<file path="src/rtl/hazard_ctrl.sv">
// Pipeline sequencing controller for the 5-stage MIPS datapath: load-use stalls,
// branch flushes resolved in MEM, and freezing around a multi-cycle mult/div unit.
module hazard_ctrl #(
  parameter int MD_TIMEOUT = 64,
  parameter int CNT_W      = 16
) (
  input  logic             clk,
  input  logic             rst_n,
  input  logic [4:0]       id_rs,
  input  logic [4:0]       id_rt,
  input  logic             id_uses_rt,
  input  logic             ex_memread,
  input  logic [4:0]       ex_dst,
  input  logic             ex_md_op,
  input  logic             md_done,
  input  logic             mem_branch_taken,
  output logic             pc_write,
  output logic             pc_src_branch,
  output logic             if_id_write,
  output logic             if_id_flush,
  output logic             id_ex_write,
  output logic             id_ex_bubble,
  output logic             ex_mem_bubble,
  output logic             md_go,
  output logic             md_err,
  output logic [CNT_W-1:0] stall_cycles
);

  localparam int TW = $clog2(MD_TIMEOUT + 1);
  localparam logic [TW-1:0]    T_LAST    = TW'(MD_TIMEOUT - 1);
  localparam logic [CNT_W-1:0] STALL_MAX = {CNT_W{1'b1}};

  typedef enum logic [1:0] {
    RUN     = 2'd0,
    MD_WAIT = 2'd1,
    MD_ERR  = 2'd2
  } state_t;

  state_t           state_r;
  logic [TW-1:0]    tcnt_r;
  logic             md_err_r;
  logic [CNT_W-1:0] stall_r;
  logic             lu_s;

  assign lu_s = ex_memread & (ex_dst != 5'd0) &
                ((ex_dst == id_rs) | (id_uses_rt & (ex_dst == id_rt)));

  // Mealy pipeline controls; everything is held low while in reset.
  always_comb begin
    pc_write      = 1'b1;
    pc_src_branch = 1'b0;
    if_id_write   = 1'b1;
    if_id_flush   = 1'b0;
    id_ex_write   = 1'b1;
    id_ex_bubble  = 1'b0;
    ex_mem_bubble = 1'b0;
    md_go         = 1'b0;
    if (!rst_n) begin
      pc_write    = 1'b0;
      if_id_write = 1'b0;
      id_ex_write = 1'b0;
    end else begin
      case (state_r)
        RUN: begin
          // A taken branch squashes the younger instructions, so their hazards do not matter.
          if (mem_branch_taken) begin
            pc_src_branch = 1'b1;
            if_id_flush   = 1'b1;
            id_ex_bubble  = 1'b1;
            ex_mem_bubble = 1'b1;
          end else if (ex_md_op) begin
            md_go         = 1'b1;
            pc_write      = 1'b0;
            if_id_write   = 1'b0;
            id_ex_write   = 1'b0;
            ex_mem_bubble = 1'b1;
          end else if (lu_s) begin
            pc_write     = 1'b0;
            if_id_write  = 1'b0;
            id_ex_bubble = 1'b1;
          end else begin
            pc_write = 1'b1;
          end
        end
        MD_WAIT: begin
          if (md_done) begin
            pc_write = 1'b1;
          end else begin
            pc_write      = 1'b0;
            if_id_write   = 1'b0;
            id_ex_write   = 1'b0;
            ex_mem_bubble = 1'b1;
          end
        end
        default: begin
          pc_write      = 1'b0;
          if_id_write   = 1'b0;
          id_ex_write   = 1'b0;
          ex_mem_bubble = 1'b1;
        end
      endcase
    end
  end

  // Sequencing FSM with the mult/div watchdog and the sticky error flag.
  always_ff @(posedge clk or negedge rst_n) begin
    if (!rst_n) begin
      state_r  <= RUN;
      tcnt_r   <= {TW{1'b0}};
      md_err_r <= 1'b0;
    end else begin
      case (state_r)
        RUN: begin
          if (!mem_branch_taken && ex_md_op) begin
            state_r <= MD_WAIT;
            tcnt_r  <= TW'(1);
          end else begin
            state_r <= RUN;
            tcnt_r  <= {TW{1'b0}};
          end
        end
        MD_WAIT: begin
          if (md_done) begin
            state_r <= RUN;
            tcnt_r  <= {TW{1'b0}};
          end else if (tcnt_r == T_LAST) begin
            state_r  <= MD_ERR;
            md_err_r <= 1'b1;
          end else begin
            tcnt_r <= tcnt_r + TW'(1);
          end
        end
        MD_ERR: begin
          state_r  <= MD_ERR;
          md_err_r <= 1'b1;
        end
        default: begin
          state_r <= RUN;
          tcnt_r  <= {TW{1'b0}};
        end
      endcase
    end
  end

  // Saturating count of cycles in which the PC was held.
  always_ff @(posedge clk or negedge rst_n) begin
    if (!rst_n) begin
      stall_r <= {CNT_W{1'b0}};
    end else if (!pc_write && (stall_r != STALL_MAX)) begin
      stall_r <= stall_r + CNT_W'(1);
    end else begin
      stall_r <= stall_r;
    end
  end

  assign md_err       = md_err_r;
  assign stall_cycles = stall_r;

endmodule

</file>
<file path="config.mk">
export PLATFORM = sky130hd
export DESIGN_NAME = hazard_ctrl
export DESIGN_NICKNAME = d
export VERILOG_FILES = /design/src/rtl/hazard_ctrl.sv
export SDC_FILE = /design/constraint.sdc
export NUM_CORES = 1
export LEC_CHECK = 0
export CAP_MARGIN = 10
export CORE_MARGIN = 4
export CORE_UTILIZATION = 50
export CTS_CLUSTER_DIAMETER = 40
export CTS_CLUSTER_SIZE = 40
export DETAILED_ROUTE_END_ITERATION = 10
export DONT_BUFFER_PORTS = 1
export HOLD_SLACK_MARGIN = 0.06
export PLACE_DENSITY = 0.68
export SLEW_MARGIN = 15
export SYNTH_ARGS = -nofsm -noshare
export SYNTH_HDL_FRONTEND = slang
export SYNTH_SLANG_ARGS = --single-unit
export TNS_END_PERCENT = 30
</file>
<file path="constraint.sdc">
create_clock -name clk -period 3.5 [get_ports clk]
set_input_delay 0.175 -clock clk [delete_from_list [all_inputs] [get_ports clk]]
set_output_delay 0.175 -clock clk [all_outputs]
set_load 0.01 [all_outputs]
</file>
==> summary.txt <==
Routing
  • Detailed Routing Iterations Pass 1: 4
  • DRC: 0
  • Drt wl/cell: 16.38 um
  • Vias post-DR: 1091
  • Final WL: 2.997 mm
  • Final antenna-violating net count: 0
  • Number of DRC markers in iteration 0: 49
  • Avg Vias per Cell: 5.962

Place
  • HPWL Detailed: 2.311 mm
  • Routability cong.: 0.8440
  • PortBufs: 0
  • Pre-CTS WS: 1.016 ns

Pwr
  • Leak: 0.6811 nW
  • Maximum VDD drop: 0.0004545 V
  • Power Dens Cells: 467.0 mW/mm^2

GRT
  • Number of global-route vias before repair: 1130
  • Grt ovf: 0
  • Initial antenna violation count: 0
  • First-pass GRT wire length: 5.326 mm
  • Largest net degree at the start of global routing: 27
  • GRT Overall Usage: 16.47%

STA
  • Worst slew pin tran: 1.125 ns
  • Final period util: 68.92%
  • Slew headroom: 24.72%
  • Fin. Hold Viols: 0
  • Fmax: 0.4146 GHz
  • Fin. max-slew vios: 0
  • RSZ-0062 raised after global routing: no
  • Fin worst setup slack: 1.088 ns
  • Skew final: 0.009846 ns
  • Final min period: 2.412 ns
  • Setup Viol. Count Final: 0
  • Setup TNS: 0 ns

Setup path
  • CP startpoint kind: flip-flop
  • Slowest CP cell: dfrtp_1
  • Reg2reg end: stall_cycles[1]
  • CP max FO: 8
  • R2r startpoint: stall_cycles[0]
  • Reg2reg path depth: 7
  • Register-to-Register Setup Slack: 1.09 ns
  • CP bufs+invs: 1
  • CP top delay family: simple AND/OR/NAND/NOR gates
  • Setup CP Type: flip-flop to flip-flop
  • Crit end category: flip-flop
  • Worst path cell trace: ha_1, and3_1, and2_1, nand4_1, buf_4, nand2_2, mux2_1
  • Max stage delay on crit path: 0.49 ns
  • Worst EP required: 3.72 ns
  • Critical Path AT: 2.63 ns

Run status
  • Outcome: completed

Floorplan
  • Io pins: 47
  • Die extent in x: 63.35 um
  • Starting Density: 53.68%
  • Rows: 19
  • DIE AREA: 0.004013 mm^2
  • Die span in y: 63.35 um
  • Core box area: 0.002853 mm^2

Layout
  • Final nets: 177
  • Antenna diodes: 0
  • Share of cells above drive strength 1: 13.82%
  • Layout area overhead: 6.128%
  • Fill cells: 256

Synthesis
  • Synthesized instance count: 150
  • Synthesized area: 0.001531 mm^2
  • Mean Syn Cell Area: 10.21 um^2
  • Synth cell types: 38
  • Syn nets: 174
  • Seq cells post-synth: 26
  • Sequential area share after synthesis: 42.48%
  • Syn. warnings: 0

Hold path
  • Hold Crit Start: md_done
  • Hold path cells: 3
  • Hold Path End: tcnt_r[0]
  • Hold crit path type: input pin to flip-flop

Clocking
  • Worst-skew pair later-pin latency: 0.33 ns
  • Num CTS Buffers: 3
  • Total clock sinks: 26
  • Clk slew on worst S/H paths: 0.15 ns
  • Post-cts sizing count: 0
  • Max clock buf depth: 2
  • Clk root buf: clkbuf_4
  • H-tree levels: 1
  • TritonCTS clock tree: done

Run
  • Maximum capacitance violations: 0
-- flip-flops by register name (all words and copies together) (netlist names) --
name and flops:
stall_cycles 16, tcnt_r 7, state_r 2, md_err 1
-- synthesized netlist by cell type (all sizes together) --
library cell	count	area [um^2]
o41ai	1	27.53
ha	2	25.02
and3	7	43.79
xnor2	17	156.4
nor2	19	71.32
o221a	1	11.26
a22o	1	8.760
buf	4	31.27
nand4b	2	17.52
nor3	7	35.03
nand2b	3	18.77
a21oi	2	10.01
nor4	1	12.51
nand2	9	36.29
o21ai	2	10.00
or2	1	6.260
nand3	10	85.08
clkbuf	1	3.750
mux2	2	22.52
dfrtp	26	650.6
nand4	8	56.30
and3b	1	8.760
nor2b	3	18.77
and2	2	12.51
inv	1	3.750
o211a	1	10.01
o21a	1	7.510
xor2	13	113.9
or4	1	7.510
a32oi	1	8.760
-- placed cells by master, fill, tap and decap left out, drive strengths merged --
cell type,instances
or4,1
nand4,8
and2,2
and3b,1
nor3,7
o21a,1
inv,1
nand3,10
nand2,9
o41ai,1
nand4b,2
o211a,1
or2,1
o21ai,2
xor2,13
ha,2
a21oi,2
bufinv,1
a32oi,1
clkbuf,3
nor4,1
xnor2,17
dlygate4sd3,1
and3,7
nand2b,3
nor2,19
a22o,1
nor2b,3
mux2,2
buf,2
dfrtp,26
o221a,1
-- layout make-up --
class | instances | area, um^2 | area share (%)
clock buffer | 3 | 22.52 | 1.386
clock inverter | 1 | 30.03 | 1.848
inverter | 1 | 3.754 | 0.2309
multi-input combinational | 118 | 842.1 | 51.81
sequential | 26 | 650.6 | 40.03
tap | 31 | 38.79 | 2.386
timing repair buffer | 3 | 37.54 | 2.309
-- power breakdown --
group | total [mW] | leakage, nW | internal, mW | switching (mW)
registers | 0.416 | 0.348 | 0.342 | 0.0735
logic | 0.137 | 0.305 | 0.0702 | 0.0664
clock network | 0.207 | 0.0279 | 0.116 | 0.0908
-- through the flow --
step / util (%) / cells / hold slack [ns] / total power [mW] / instance area [um^2]
after floorplan: - / 150 / -0.1206 / 0.5246 / 1531
after global placement: 54.08 / 177 / -0.1199 / 0.5449 / 1543
after detailed placement: 54.08 / 177 / -0.1199 / 0.5540 / 1543
after CTS: 56.97 / 183 / 0.07429 / 0.7723 / 1625
after global routing: 56.97 / 183 / 0.07072 / 0.8132 / 1625
final: 56.97 / 183 / 0.08445 / 0.7590 / 1625
-- per-layer routing --
metal  wire [um]  GRT usage [%]
met1        1210          18.94
met2        1622          29.60
met3         146          4.973
met4          17          4.043
met5           0              0
-- worst reg2reg max path: cells and delay by family (launching register included) --
family                     cells  cell delay [ns]
and+or+nand+nor                4             0.95
adders and majority gates      1             0.22
muxes                          1             0.33
buffers and inverters          1             0.32
DFF                            1             0.49
-- worst max-delay path by stage --
stage	startpoint	end	slack (ns)	depth (start not counted)
floorplan	state_r[0]	pc_write	1.57	7
detailed placement	ex_dst[3]	stall_cycles[1]	1.02	6
CTS	stall_cycles[0]	stall_cycles[1]	1.04	7
global route	stall_cycles[0]	stall_cycles[1]	0.92	7
global placement	stall_cycles[0]	stall_cycles[1]	1.15	7
finish	stall_cycles[0]	stall_cycles[1]	1.09	7
-- cell families after synthesis --
group / Yosys count / synth area share (%)
AO/OA/AOI/OAI: 10 / 6.127
multiplexers: 2 / 1.470
flip-flops: 26 / 42.48
AND/OR/NAND/NOR: 74 / 28.11
adder cells (fa/ha/maj): 2 / 1.634
XOR/XNOR: 30 / 17.65
buffers and inverters: 6 / 2.532
-- timing repair --
action / 4_1_cts / 5_1_grt
hold buffers: 2 / 0
setup buffers: 0 / 0
setup endpoints to repair: 0 / 0
hold endpoints to repair: 26 / 0
Power figures use the tool's default switching activity.
